<file path="src/rtl/serial_addsub_pkg.sv">
// serial_addsub_pkg: shared types and helpers for the bit-serial adder/subtractor
package serial_addsub_pkg;
  typedef enum logic [1:0] {IDLE, RUN, DONE} state_t;
  function automatic int cnt_w(input int width);
    return (width < 2) ? 1 : $clog2(width);
  endfunction
endpackage

</file>
<file path="src/rtl/fulladder.sv">
// fulladder: single-bit full adder cell
module fulladder (
  input  logic a,
  input  logic b,
  input  logic cin,
  output logic sum,
  output logic cout
);
  assign sum  = a ^ b ^ cin;
  assign cout = (a & b) | (cin & (a ^ b));
endmodule

</file>
<file path="src/rtl/serial_addsub_ctrl.sv">
// serial_addsub_ctrl: bit-serial add/subtract over WIDTH cycles using one full adder
module serial_addsub_ctrl
  import serial_addsub_pkg::*;
#(
  parameter int WIDTH = 8
) (
  input  logic             clk,
  input  logic             rst_n,
  input  logic             start,
  input  logic             sub,
  input  logic [WIDTH-1:0] a,
  input  logic [WIDTH-1:0] b,
  output logic             busy,
  output logic             done,
  output logic [WIDTH-1:0] result,
  output logic             cout,
  output logic             overflow
);
  localparam int CW = cnt_w(WIDTH);
  state_t state_q, state_d;
  logic [WIDTH-1:0] opa_q, opa_d, opb_q, opb_d, acc_q, acc_d, result_q, result_d;
  logic [CW-1:0] cnt_q, cnt_d;
  logic carry_q, carry_d, cin_msb_q, cin_msb_d, cout_q, cout_d, ovf_q, ovf_d;
  logic fa_sum, fa_cout;
  fulladder u_fa (
    .a    (opa_q[0]),
    .b    (opb_q[0]),
    .cin  (carry_q),
    .sum  (fa_sum),
    .cout (fa_cout)
  );
  // Next-state and datapath: load on start, shift one bit per RUN edge, publish on the last bit
  always_comb begin
    state_d   = state_q;
    opa_d     = opa_q;
    opb_d     = opb_q;
    acc_d     = acc_q;
    cnt_d     = cnt_q;
    carry_d   = carry_q;
    cin_msb_d = cin_msb_q;
    result_d  = result_q;
    cout_d    = cout_q;
    ovf_d     = ovf_q;
    if (state_q == IDLE && start) begin
      opa_d   = a;
      opb_d   = b ^ {WIDTH{sub}};
      acc_d   = '0;
      carry_d = sub;
      cnt_d   = '0;
      state_d = RUN;
    end else if (state_q == RUN) begin
      acc_d   = (acc_q >> 1) | {fa_sum, {(WIDTH-1){1'b0}}};
      opa_d   = opa_q >> 1;
      opb_d   = opb_q >> 1;
      carry_d = fa_cout;
      cnt_d   = cnt_q + 1'b1;
      if (cnt_q == CW'(WIDTH - 2)) cin_msb_d = fa_cout;
      if (cnt_q == CW'(WIDTH - 1)) begin
        result_d = acc_d;
        cout_d   = fa_cout;
        ovf_d    = fa_cout ^ cin_msb_q;
        state_d  = DONE;
      end
    end else if (state_q == DONE) begin
      state_d = IDLE;
    end
  end
  // State and datapath registers with asynchronous clear
  always_ff @(posedge clk or negedge rst_n) begin
    if (!rst_n) begin
      state_q   <= IDLE;
      opa_q     <= '0;
      opb_q     <= '0;
      acc_q     <= '0;
      cnt_q     <= '0;
      carry_q   <= 1'b0;
      cin_msb_q <= 1'b0;
      result_q  <= '0;
      cout_q    <= 1'b0;
      ovf_q     <= 1'b0;
    end else begin
      state_q   <= state_d;
      opa_q     <= opa_d;
      opb_q     <= opb_d;
      acc_q     <= acc_d;
      cnt_q     <= cnt_d;
      carry_q   <= carry_d;
      cin_msb_q <= cin_msb_d;
      result_q  <= result_d;
      cout_q    <= cout_d;
      ovf_q     <= ovf_d;
    end
  end
  assign busy     = state_q != IDLE;
  assign done     = state_q == DONE;
  assign result   = result_q;
  assign cout     = cout_q;
  assign overflow = ovf_q;
endmodule

</file>
<file path="config.mk">
export PLATFORM = sky130hd
export DESIGN_NAME = serial_addsub_ctrl
export DESIGN_NICKNAME = d
export VERILOG_FILES = /design/src/rtl/serial_addsub_pkg.sv /design/src/rtl/fulladder.sv /design/src/rtl/serial_addsub_ctrl.sv
export SDC_FILE = /design/constraint.sdc
export NUM_CORES = 1
export LEC_CHECK = 0
export CORE_MARGIN = 8
export CORE_UTILIZATION = 44
export CTS_CLUSTER_DIAMETER = 100
export CTS_CLUSTER_SIZE = 24
export DETAILED_ROUTE_END_ITERATION = 16
export HOLD_SLACK_MARGIN = 0.15
export PLACE_DENSITY = 0.68
export SLEW_MARGIN = 25
export SYNTH_ARGS = -nofsm -noshare
export SYNTH_HDL_FRONTEND = slang
export SYNTH_SLANG_ARGS = --single-unit
</file>
<file path="constraint.sdc">
create_clock -name clk -period 3.4 [get_ports clk]
set_clock_uncertainty 0.1 [all_clocks]
set_input_delay 0.68 -clock clk [delete_from_list [all_inputs] [get_ports clk]]
set_output_delay 0.68 -clock clk [all_outputs]
set_load 0.03 [all_outputs]
</file>
# == Word-level counts from Yosys, hierarchy flattened ==
# Cells that the tools add are included.
# totals
mem_bits_rw,0
ff_bits,41
in_bits,20
latch_bits,0
word_cells,47
n_memories,0
romBits,0
# classes
n_shift,0
n_lt_le_gt_ge,0
bitwise_logic,9
muxes,14
n_addsub,1
div,0
eq_ne,5
n_reduce_logical,8
multipliers,0
# op_table
cell,n
$mux W8,6
$mux W2,4
$or A7 B8 Y8,1
$xor A8 B8 Y8,1
$eq A3 B3 Y1 const B,2
$mux W3,2
$reduce_and A3 Y1,2
$reduce_bool A2 Y1,2
$add A3 B1 Y3 const B,1
$ne A3 B2 Y1 const B,1
$reduce_bool A3 Y1,1
$xor A1 B1 Y1,3
$and A1 B1 Y1,2
$eq A2 B1 Y1 const B,1
$eq A2 B2 Y1 const B,1
$logic_not A2 Y1,1
$mux W1,2
$reduce_and A2 Y1,1
$logic_and A1 B1 Y1,1
$not A1 Y1,1
$or A1 B1 Y1,1

# == Logic depth before layout (Yosys ltp) ==
# Gate-level depths: netlist (run 1).
# depth
word_depth,5
ltp_mapped,6

# == By module ==
# A second synthesis (run 1) with hierarchy kept.
# hier_totals
cells_unflattened,174
area_unflattened_um2,1818.0
# by_module_without_submodules
mod,area_per_inst_um2,n_inst,cells_per_inst
serial_addsub_ctrl,1798.0,1,173
fulladder,20.0,1,1

# == Worst setup path before layout (run 1) ==
# OpenSTA, ideal clock, no wires.
# synth_path
path_kind,reg-to-output
startpoint,register state_q[0]
endpoint,output done
n_path_buf,1
path_stages_with_launch,3
arrival_time_ns,0.921
path_slack_ns,1.699
path_cell_list,dfrtp_1 > buf_6 > nor2b_1
# synth_between
elab_chain_cells,1
# synth_lines
item,line,text
"start, declared",serial_addsub_ctrl.sv:20,"state_t state_q, state_d;"
"start signal, assigned",serial_addsub_ctrl.sv:82,state_q <= state_d;
$eq A2 B2 Y1,serial_addsub_ctrl.sv:95,assign done = state_q == DONE;
"end, declared",serial_addsub_ctrl.sv:14,"output logic done,"
# No other way between the ends.

# == Final worst setup path (run 1) ==
# layout_path
startpoint,register state_q[0]
endpoint,output busy
# layout_between
elab_chain_cells,1
# layout_lines
item,line,text
$reduce_bool A2 Y1,serial_addsub_ctrl.sv:94,assign busy = state_q != IDLE;
"end, declared",serial_addsub_ctrl.sv:13,"output logic busy,"
# No other way between the ends.

==> results of run 1 <==
[registers in the layout, indices dropped and copies added, names as in the netlist, 2 cells and up]
name     count
cnt_q        3
result       8
acc_q        7
opa_q        8
state_q      2
opb_q        8
[path summary, 6_finish.rpt]
path,slack (ps),depth (start not counted),endpoint
worst min register to register,400,2,acc_q[1]
max in group asynchronous,2250,1,overflow
min in group clk,400,2,acc_q[1]
worst max register to register,1450,4,opa_q[5]
worst min-delay path,400,1,cout
worst max-delay path,940,2,busy
[cells in the mapped netlist]
library cell,n,share of area (%)
sky130_fd_sc_hd__nand3_2,2,1.1
sky130_fd_sc_hd__xnor2_1,5,2.4
sky130_fd_sc_hd__or2_2,1,0.34
sky130_fd_sc_hd__mux2_1,1,0.61
sky130_fd_sc_hd__nand2b_1,1,0.34
sky130_fd_sc_hd__a22oi_1,2,0.81
sky130_fd_sc_hd__nor2b_1,2,0.67
sky130_fd_sc_hd__fa_1,1,1.1
sky130_fd_sc_hd__nand3_1,10,2.7
sky130_fd_sc_hd__nor2_2,2,0.67
sky130_fd_sc_hd__buf_2,7,1.9
sky130_fd_sc_hd__a31oi_2,2,1.3
sky130_fd_sc_hd__inv_1,1,0.20
sky130_fd_sc_hd__o21ai_1,1,0.27
sky130_fd_sc_hd__nand3b_1,1,0.40
sky130_fd_sc_hd__xor2_1,4,1.9
sky130_fd_sc_hd__nor2_4,1,0.61
sky130_fd_sc_hd__nand2_1,46,9.3
sky130_fd_sc_hd__o21bai_1,1,0.40
sky130_fd_sc_hd__or3b_1,1,0.47
sky130_fd_sc_hd__a31oi_1,8,2.7
sky130_fd_sc_hd__o21a_1,1,0.40
sky130_fd_sc_hd__buf_6,5,3.0
sky130_fd_sc_hd__ha_1,3,2.0
sky130_fd_sc_hd__nor2_1,10,2.0
sky130_fd_sc_hd__a221o_1,3,1.6
sky130_fd_sc_hd__nor3b_1,1,0.40
sky130_fd_sc_hd__mux2_2,9,5.5
sky130_fd_sc_hd__o21ai_2,1,0.47
sky130_fd_sc_hd__o21ai_0,2,0.54
sky130_fd_sc_hd__dfrtp_1,40,54
[critical path, cell delays in order, from the launching register on]
cell and delay (ps):
sky130_fd_sc_hd__dfrtp_1 480, sky130_fd_sc_hd__or2_2 320, sky130_fd_sc_hd__clkdlybuf4s50_1 600
[metrics by stage]
stage	instance area, um^2	utilization [%]	hold WS [ps]	std cells	setup slack, ps
after floorplan	1857	-	284.4	175	1699
after global placement	2148	53.32	366.2	246	826.9
after detailed placement	2148	53.32	388.5	246	781.6
after CTS	2260	56.09	405.5	254	926.8
after global routing	2260	56.09	427.6	254	878.6
final	2260	56.09	401.0	254	937.1
[area by class of cell]
| cell class | instances | share of cell area, % |
|---|---|---|
| Timing Repair Buffer | 33 | 14.17 |
| Sequential cell | 40 | 44.30 |
| Inverter | 1 | 0.1661 |
| Multi-Input combinational cell | 122 | 33.67 |
| Clock buffer | 5 | 3.045 |
| Tap cell | 50 | 2.769 |
| Clock inverter | 3 | 1.883 |
[report_power, final]
part | internal [mW] | switching, mW | leakage, nW
sequential | 0.692 | 0.140 | 0.500
clock | 0.217 | 0.163 | 0.0541
combinational | 0.377 | 0.471 | 0.456
total | 1.29 | 0.775 | 1.01
[layer usage]
layer	wire length (um)	up-vias	GRT usage, %
met3	213	5	3.532
met2	1631	34	19.49
met4	51	0	4.286
met5	0	-	0
li1	-	643	-
met1	1551	630	14.28
[cells in the final DEF, fill, tap and decap left out, types with 2 or more instances in the layout]
master	instances
sky130_fd_sc_hd__nand3_2	2
sky130_fd_sc_hd__a221o_1	3
sky130_fd_sc_hd__a31oi_1	8
sky130_fd_sc_hd__xnor2_1	5
sky130_fd_sc_hd__mux2_2	9
sky130_fd_sc_hd__a31oi_2	2
sky130_fd_sc_hd__xor2_1	4
sky130_fd_sc_hd__o21ai_0	2
sky130_fd_sc_hd__clkbuf_8	5
sky130_fd_sc_hd__a22oi_1	2
sky130_fd_sc_hd__buf_4	2
sky130_fd_sc_hd__clkdlybuf4s50_1	30
sky130_fd_sc_hd__nand3_1	10
sky130_fd_sc_hd__nand2_1	46
sky130_fd_sc_hd__nor2_2	2
sky130_fd_sc_hd__nor2b_1	2
sky130_fd_sc_hd__ha_1	3
sky130_fd_sc_hd__dfrtp_1	40
sky130_fd_sc_hd__nor2_1	10
[cells by family (layout without fill, tap and decap cells)]
family	after synthesis	in the layout	synth area share [%]
AOI/OAI and AO/OA	21	21	8.558
adders and majority gates	4	4	3.100
DFF	40	40	53.91
xor gates and xnor gates	9	9	4.245
buffers and inverters	13	42	5.121
and+or+nand+nor	78	78	19.00
muxes	10	10	6.065
==> impl_metrics.sql, run 1 <==
INSERT INTO impl_metrics (metric_group, metric, value, unit) VALUES
('pwr', 'max-vdd-ir-drop', '0.3989', 'mV'),
('critical_path', 'critical_path_peak_fanout', '10', ''),
('clocking', 'postCtsSetupBuffers', '0', ''),
('critical_path', 'cp.arrival', '1680', 'ps'),
('finish', 'antenna_cells', '0', ''),
('critical_path', 'source_of_the_worst_register_to_register_timing_path', 'state_q[0]', ''),
('pwr', 'total_power', '2.061', 'mW'),
('synth', 'postSynthCellCount', '175', ''),
('clocking', 'clock_insertion_delay_worst_skew', '290', 'ps'),
('drt', 'drtAntennaViolNets', '0', ''),
('critical_path', 'critical_path_required', '2620', 'ps'),
('clocking', 'clk_root_buffer_cell', 'sky130_fd_sc_hd__clkbuf_8', ''),
('timing', 'final_critical_path_time_including_i_o_delays_and_setup', '2463', 'ps'),
('drt', 'dr_total_vias', '1312', ''),
('synth', 'synthesis.area', '1857', 'um^2'),
('finish', 'area_growth_syn_to_layout', '21.70', '%'),
('drt', 'route.detailed.wl_per_inst', '13.57', 'um'),
('drt', 'detail_route.wirelength', '3.447', 'mm'),
('synth', 'synth.yosys.warnings', '0', ''),
('floorplan', 'fp.dieW', '80.96', 'um'),
('timing', 'maxSlewHeadroom', '42.04', '%'),
('floorplan', 'io_pins', '32', ''),
('critical_path', 'crit_path_start_kind', 'flip-flop', ''),
('placement', 'estimated_wirelength_of_the_detail_placed_design', '2.493', 'mm'),
('timing', 'timing.final.crit_share', '72.44', '%'),
('clocking', 'path_clk_slew', '70', 'ps'),
('critical_path', 'criticalPathCategory', 'reg2out', ''),
('clocking', 'cts_htree_levels', '2', ''),
('timing', 'worst_slew_pin_slew', '869.5', 'ps'),
('clocking', 'tritoncts_clock_tree', 'built', ''),
('clocking', 'cts.sinks', '40', ''),
('timing', 'rsz0062_at_grt', 'false', ''),
('synth', 'postSynthAreaPerCell', '10.61', 'um^2'),
('floorplan', 'core', '4029', 'um^2'),
('min_path', 'worstHoldPathType', 'in2async', ''),
('timing', 'finalSetupTns', '0', 'ps'),
('timing', 'report.final.setup_viol', '0', ''),
('synth', 'yosys_register_bits', '40', ''),
('timing', 'finalMaxSlewViolations', '0', ''),
('flow_run', 'maxCapViolCount', '0', ''),
('global_route', 'wire_length_of_the_first_global_routing_pass', '6.154', 'mm'),
('floorplan', 'die-area', '6555', 'um^2'),
('placement', 'io_buffers', '31', ''),
('drt', 'via_per_inst', '5.165', ''),
('global_route', 'antenna_found_initial', '0', ''),
('pwr', 'pd_cells', '912.1', 'nW/um^2'),
('finish', 'drive_above_1_share', '14.22', '%'),
('finish', 'layout.nets', '227', ''),
('drt', 'detail_route.iter0.violations', '81', ''),
('global_route', 'grt_overflow_total', '0', ''),
('drt', 'dr.pass1.iters', '4', ''),
('finish', 'fillers', '363', ''),
('global_route', 'grt_pass1_vias', '1386', ''),
('finish', 'regArea', '1001', 'um^2'),
('floorplan', 'std_cell_rows', '23', ''),
('global_route', 'grtUsageTotal', '11.81', '%'),
('synth', 'distinct_cell_type_count_after_synthesis', '31', ''),
('critical_path', 'timing.critical_path.to_type', 'output port', ''),
('synth', 'seq_area_frac_synth', '53.91', '%'),
('pwr', 'leakage', '1.011', 'nW'),
('floorplan', 'die_h', '80.96', 'um'),
('clocking', 'postCtsResizedCells', '0', ''),
('clocking', 'ctsHoldBuffers', '0', ''),
('clocking', 'ctsLongestPathBuffers', '2', ''),
('critical_path', 'cp-startpoint', 'state_q[0]', ''),
('finish', 'multi_input_comb_area', '760.7', 'um^2'),
('floorplan', 'floorplan.initialDensity', '46.09', '%'),
('run_status', 'outcome', 'finished clean', ''),
('timing', 'final_hold_viol_count', '0', ''),
('global_route', 'grt_start_max_net_pins', '41', ''),
('timing', 'fmaxAchievable', '0.4060', 'GHz'),
('placement', 'place.gp.congestion', '0.7676', ''),
('drt', 'remaining_drc_errors', '0', ''),
('clocking', 'cts_made_buffers', '5', ''),
('synth', 'synth.net_count', '199', '');
No activity file was read; power rests on OpenSTA's default activity.
==> run 2, diff against run 1 <==
==> constraint.sdc (replaced) <==
create_clock -name clk -period 2.45 [get_ports clk]
set_clock_uncertainty 0.1 [all_clocks]
set_input_delay 0.49 -clock clk [delete_from_list [all_inputs] [get_ports clk]]
set_output_delay 0.49 -clock clk [all_outputs]
set_load 0.03 [all_outputs]
==> run 2 against run 1 <==
  * Setup slack got worse by 760 ps
  * Via count increased by 0.38%
  * Utilization decreased by 0.19 points
==> impl_metrics.sql, run 2 (same netlist as run 1, synthesis figures left out) <==
INSERT INTO impl_metrics (metric_group, metric, value, unit) VALUES
('run_status', 'outcome', 'finished clean', ''),
('floorplan', 'die-area', '6555', 'um^2'),
('min_path', 'worstHoldPathType', 'in2async', ''),
('drt', 'remaining_drc_errors', '0', ''),
('critical_path', 'critical_path_peak_fanout', '10', ''),
('drt', 'drtAntennaViolNets', '0', ''),
('finish', 'layout.cells.non_filler', '254', ''),
('timing', 'fmaxAchievable', '0.4407', 'GHz'),
('floorplan', 'fp.dieW', '80.96', 'um'),
('global_route', 'antenna_found_initial', '0', ''),
('floorplan', 'io_pins', '32', ''),
('global_route', 'wire_length_of_the_first_global_routing_pass', '6.051', 'mm'),
('timing', 'finalSetupTns', '0', 'ps'),
('drt', 'route.detailed.wl_per_inst', '13.82', 'um'),
('pwr', 'power.combinational.fraction', '42.3', '%'),
('global_route', 'grt_pass1_vias', '1275', ''),
('drt', 'wl_met1', '1.591', 'mm'),
('clocking', 'clk_root_buffer_cell', 'sky130_fd_sc_hd__clkbuf_8', ''),
('pwr', 'leakage', '1.012', 'nW'),
('global_route', 'grt_overflow_total', '0', ''),
('global_route', 'grtUsageTotal', '11.98', '%'),
('drt', 'wl_met2', '1.632', 'mm'),
('timing', 'worst_slew_pin_slew', '864.0', 'ps'),
('finish', 'layout.nets', '228', ''),
('finish', 'area_growth_syn_to_layout', '21.29', '%'),
('finish', 'drive_above_1_share', '14.22', '%'),
('pwr', 'total_switching_power', '1.067', 'mW'),
('finish', 'layout.cells.most_common', 'sky130_fd_sc_hd__nand2_1', ''),
('placement', 'place.gp.congestion', '0.7613', ''),
('critical_path', 'timing.critical_path.to_type', 'output port', ''),
('drt', 'detailed_route_wirelength_on_metal3', '220', 'um'),
('timing', 'maxSlewHeadroom', '42.40', '%'),
('drt', 'detail_route.wirelength', '3.511', 'mm'),
('clocking', 'path_clk_slew', '70', 'ps'),
('flow_run', 'maxCapViolCount', '0', ''),
('finish', 'multi_input_comb_area', '760.7', 'um^2'),
('floorplan', 'floorplan.initialDensity', '46.09', '%'),
('clocking', 'cts_htree_levels', '2', ''),
('floorplan', 'die_h', '80.96', 'um'),
('clocking', 'ctsLongestPathBuffers', '2', ''),
('clocking', 'postCtsSetupBuffers', '0', ''),
('drt', 'via_per_inst', '5.185', ''),
('clocking', 'ctsHoldBuffers', '0', ''),
('critical_path', 'criticalPathCategory', 'reg2out', ''),
('placement', 'io_buffers', '31', ''),
('floorplan', 'std_cell_rows', '23', ''),
('placement', 'place.detailed.instances', '247', ''),
('pwr', 'swShare', '38.01', '%'),
('drt', 'dr_total_vias', '1317', ''),
('pwr', 'power.share.sequential', '41.3', '%'),
('pwr', 'max-vdd-ir-drop', '0.5148', 'mV'),
('finish', 'antenna_cells', '0', ''),
('drt', 'detail_route.iter0.violations', '76', ''),
('timing', 'rsz0062_at_grt', 'false', ''),
('clocking', 'cts_made_buffers', '5', ''),
('finish', 'final_cell_mix', '46 x sky130_fd_sc_hd__nand2_1, 40 x sky130_fd_sc_hd__dfrtp_1, 30 x sky130_fd_sc_hd__clkdlybuf4s50_1', ''),
('pwr', 'pd_cells', '1247', 'nW/um^2'),
('critical_path', 'cp.arrival', '1680', 'ps'),
('global_route', 'grt_start_max_net_pins', '41', ''),
('pwr', 'intPower', '1.740', 'mW'),
('placement', 'estimated_wirelength_of_the_detail_placed_design', '2.500', 'mm'),
('critical_path', 'critical_path_required', '1860', 'ps'),
('pwr', 'clockPowerShare', '16.4', '%'),
('clocking', 'clock_insertion_delay_worst_skew', '290', 'ps'),
('critical_path', 'crit_path_start_kind', 'flip-flop', ''),
('timing', 'timing.final.crit_share', '92.62', '%'),
('pwr', 'total_power', '2.807', 'mW'),
('finish', 'regArea', '1001', 'um^2'),
('drt', 'route.top_layer_used', 'met4', ''),
('finish', 'fillers', '375', ''),
('clocking', 'tritoncts_clock_tree', 'built', ''),
('timing', 'final_hold_viol_count', '0', ''),
('timing', 'final_critical_path_time_including_i_o_delays_and_setup', '2269', 'ps'),
('timing', 'finalMaxSlewViolations', '0', ''),
('floorplan', 'core', '4029', 'um^2'),
('timing', 'report.final.setup_viol', '0', ''),
('clocking', 'cts.sinks', '40', ''),
('clocking', 'postCtsResizedCells', '0', ''),
('drt', 'dr.pass1.iters', '4', '');
## run 2: cell count changes in the layout (fill, tap and decap cells not counted), sizes merged
cell | before | now
clkinv | 1 | 0
buf | 3 | 4
clkbuf | 5 | 7
clkinvlp | 1 | 0
bufinv | 1 | 0
## run 2: path summary, 6_finish.rpt
kind / from / to / cells after the start / slack (ps)
worst min register to register: acc_q[2] / acc_q[1] / 2 / 390
max in group asynchronous: rst_n / result[2] / 1 / 1490
worst max-delay path: state_q[0] / busy / 2 / 180
worst max register to register: cnt_q[0] / result[1] / 4 / 600
min in group clk: acc_q[2] / acc_q[1] / 2 / 390
worst min-delay path: rst_n / result[7] / 1 / 210
## run 2: area by class of cell
class / count / area share (%)
Inverter: 1 / 0.1667
Multi-Input combinational cell: 122 / 33.78
Timing Repair Buffer: 34 / 14.56
Clock buffer: 7 / 4.278
Sequential cell: 40 / 44.44
Tap cell: 50 / 2.778
## run 2: layer usage
| metal | vias to the layer above | global-route usage, % |
|---|---|---|
| met5 | - | 0 |
| met4 | 0 | 5.357 |
| met3 | 6 | 4.746 |
| met2 | 32 | 18.44 |
| met1 | 634 | 14.51 |
| li1 | 645 | - |
## run 2: critical path, stage by stage (launching register included)
cell,delay [ps]
sky130_fd_sc_hd__dfrtp_1,490
sky130_fd_sc_hd__or2_2,310
sky130_fd_sc_hd__clkdlybuf4s50_1,590
## run 2: metrics by stage
stage	hold slack, ps	worst slack, ps	utilization, %	instance area [um^2]
6_report	208.7	180.7	55.90	2252
5_1_grt	288.3	102.4	55.90	2252
4_1_cts	238.3	160.9	55.90	2252
3_5_place_dp	390.7	378.4	53.51	2156
3_3_place_gp	363.2	447.2	53.51	2156
2_1_floorplan	94.41	800.2	-	1857
## run 2: power by group through the flow
stage / combinational [mW] / clock (mW) / sequential [mW]
after floorplan: 0.735 / 0 / 1.27
after global placement: 1.18 / 0 / 1.16
after detailed placement: 1.21 / 0 / 1.17
after CTS: 1.21 / 0.475 / 1.16
after global routing: 1.32 / 0.499 / 1.21
final: 1.19 / 0.459 / 1.16
==> run 3, diff against run 2 <==
--- a/config.mk
+++ b/config.mk
@@ -8,7 +8,6 @@
 export CORE_MARGIN = 8
 export CORE_UTILIZATION = 44
 export CTS_CLUSTER_DIAMETER = 100
-export CTS_CLUSTER_SIZE = 24
 export DETAILED_ROUTE_END_ITERATION = 16
 export HOLD_SLACK_MARGIN = 0.15
 export PLACE_DENSITY = 0.68
==> results of run 3 <==
Final layout, timing and power as in run 2 (identical DEF).
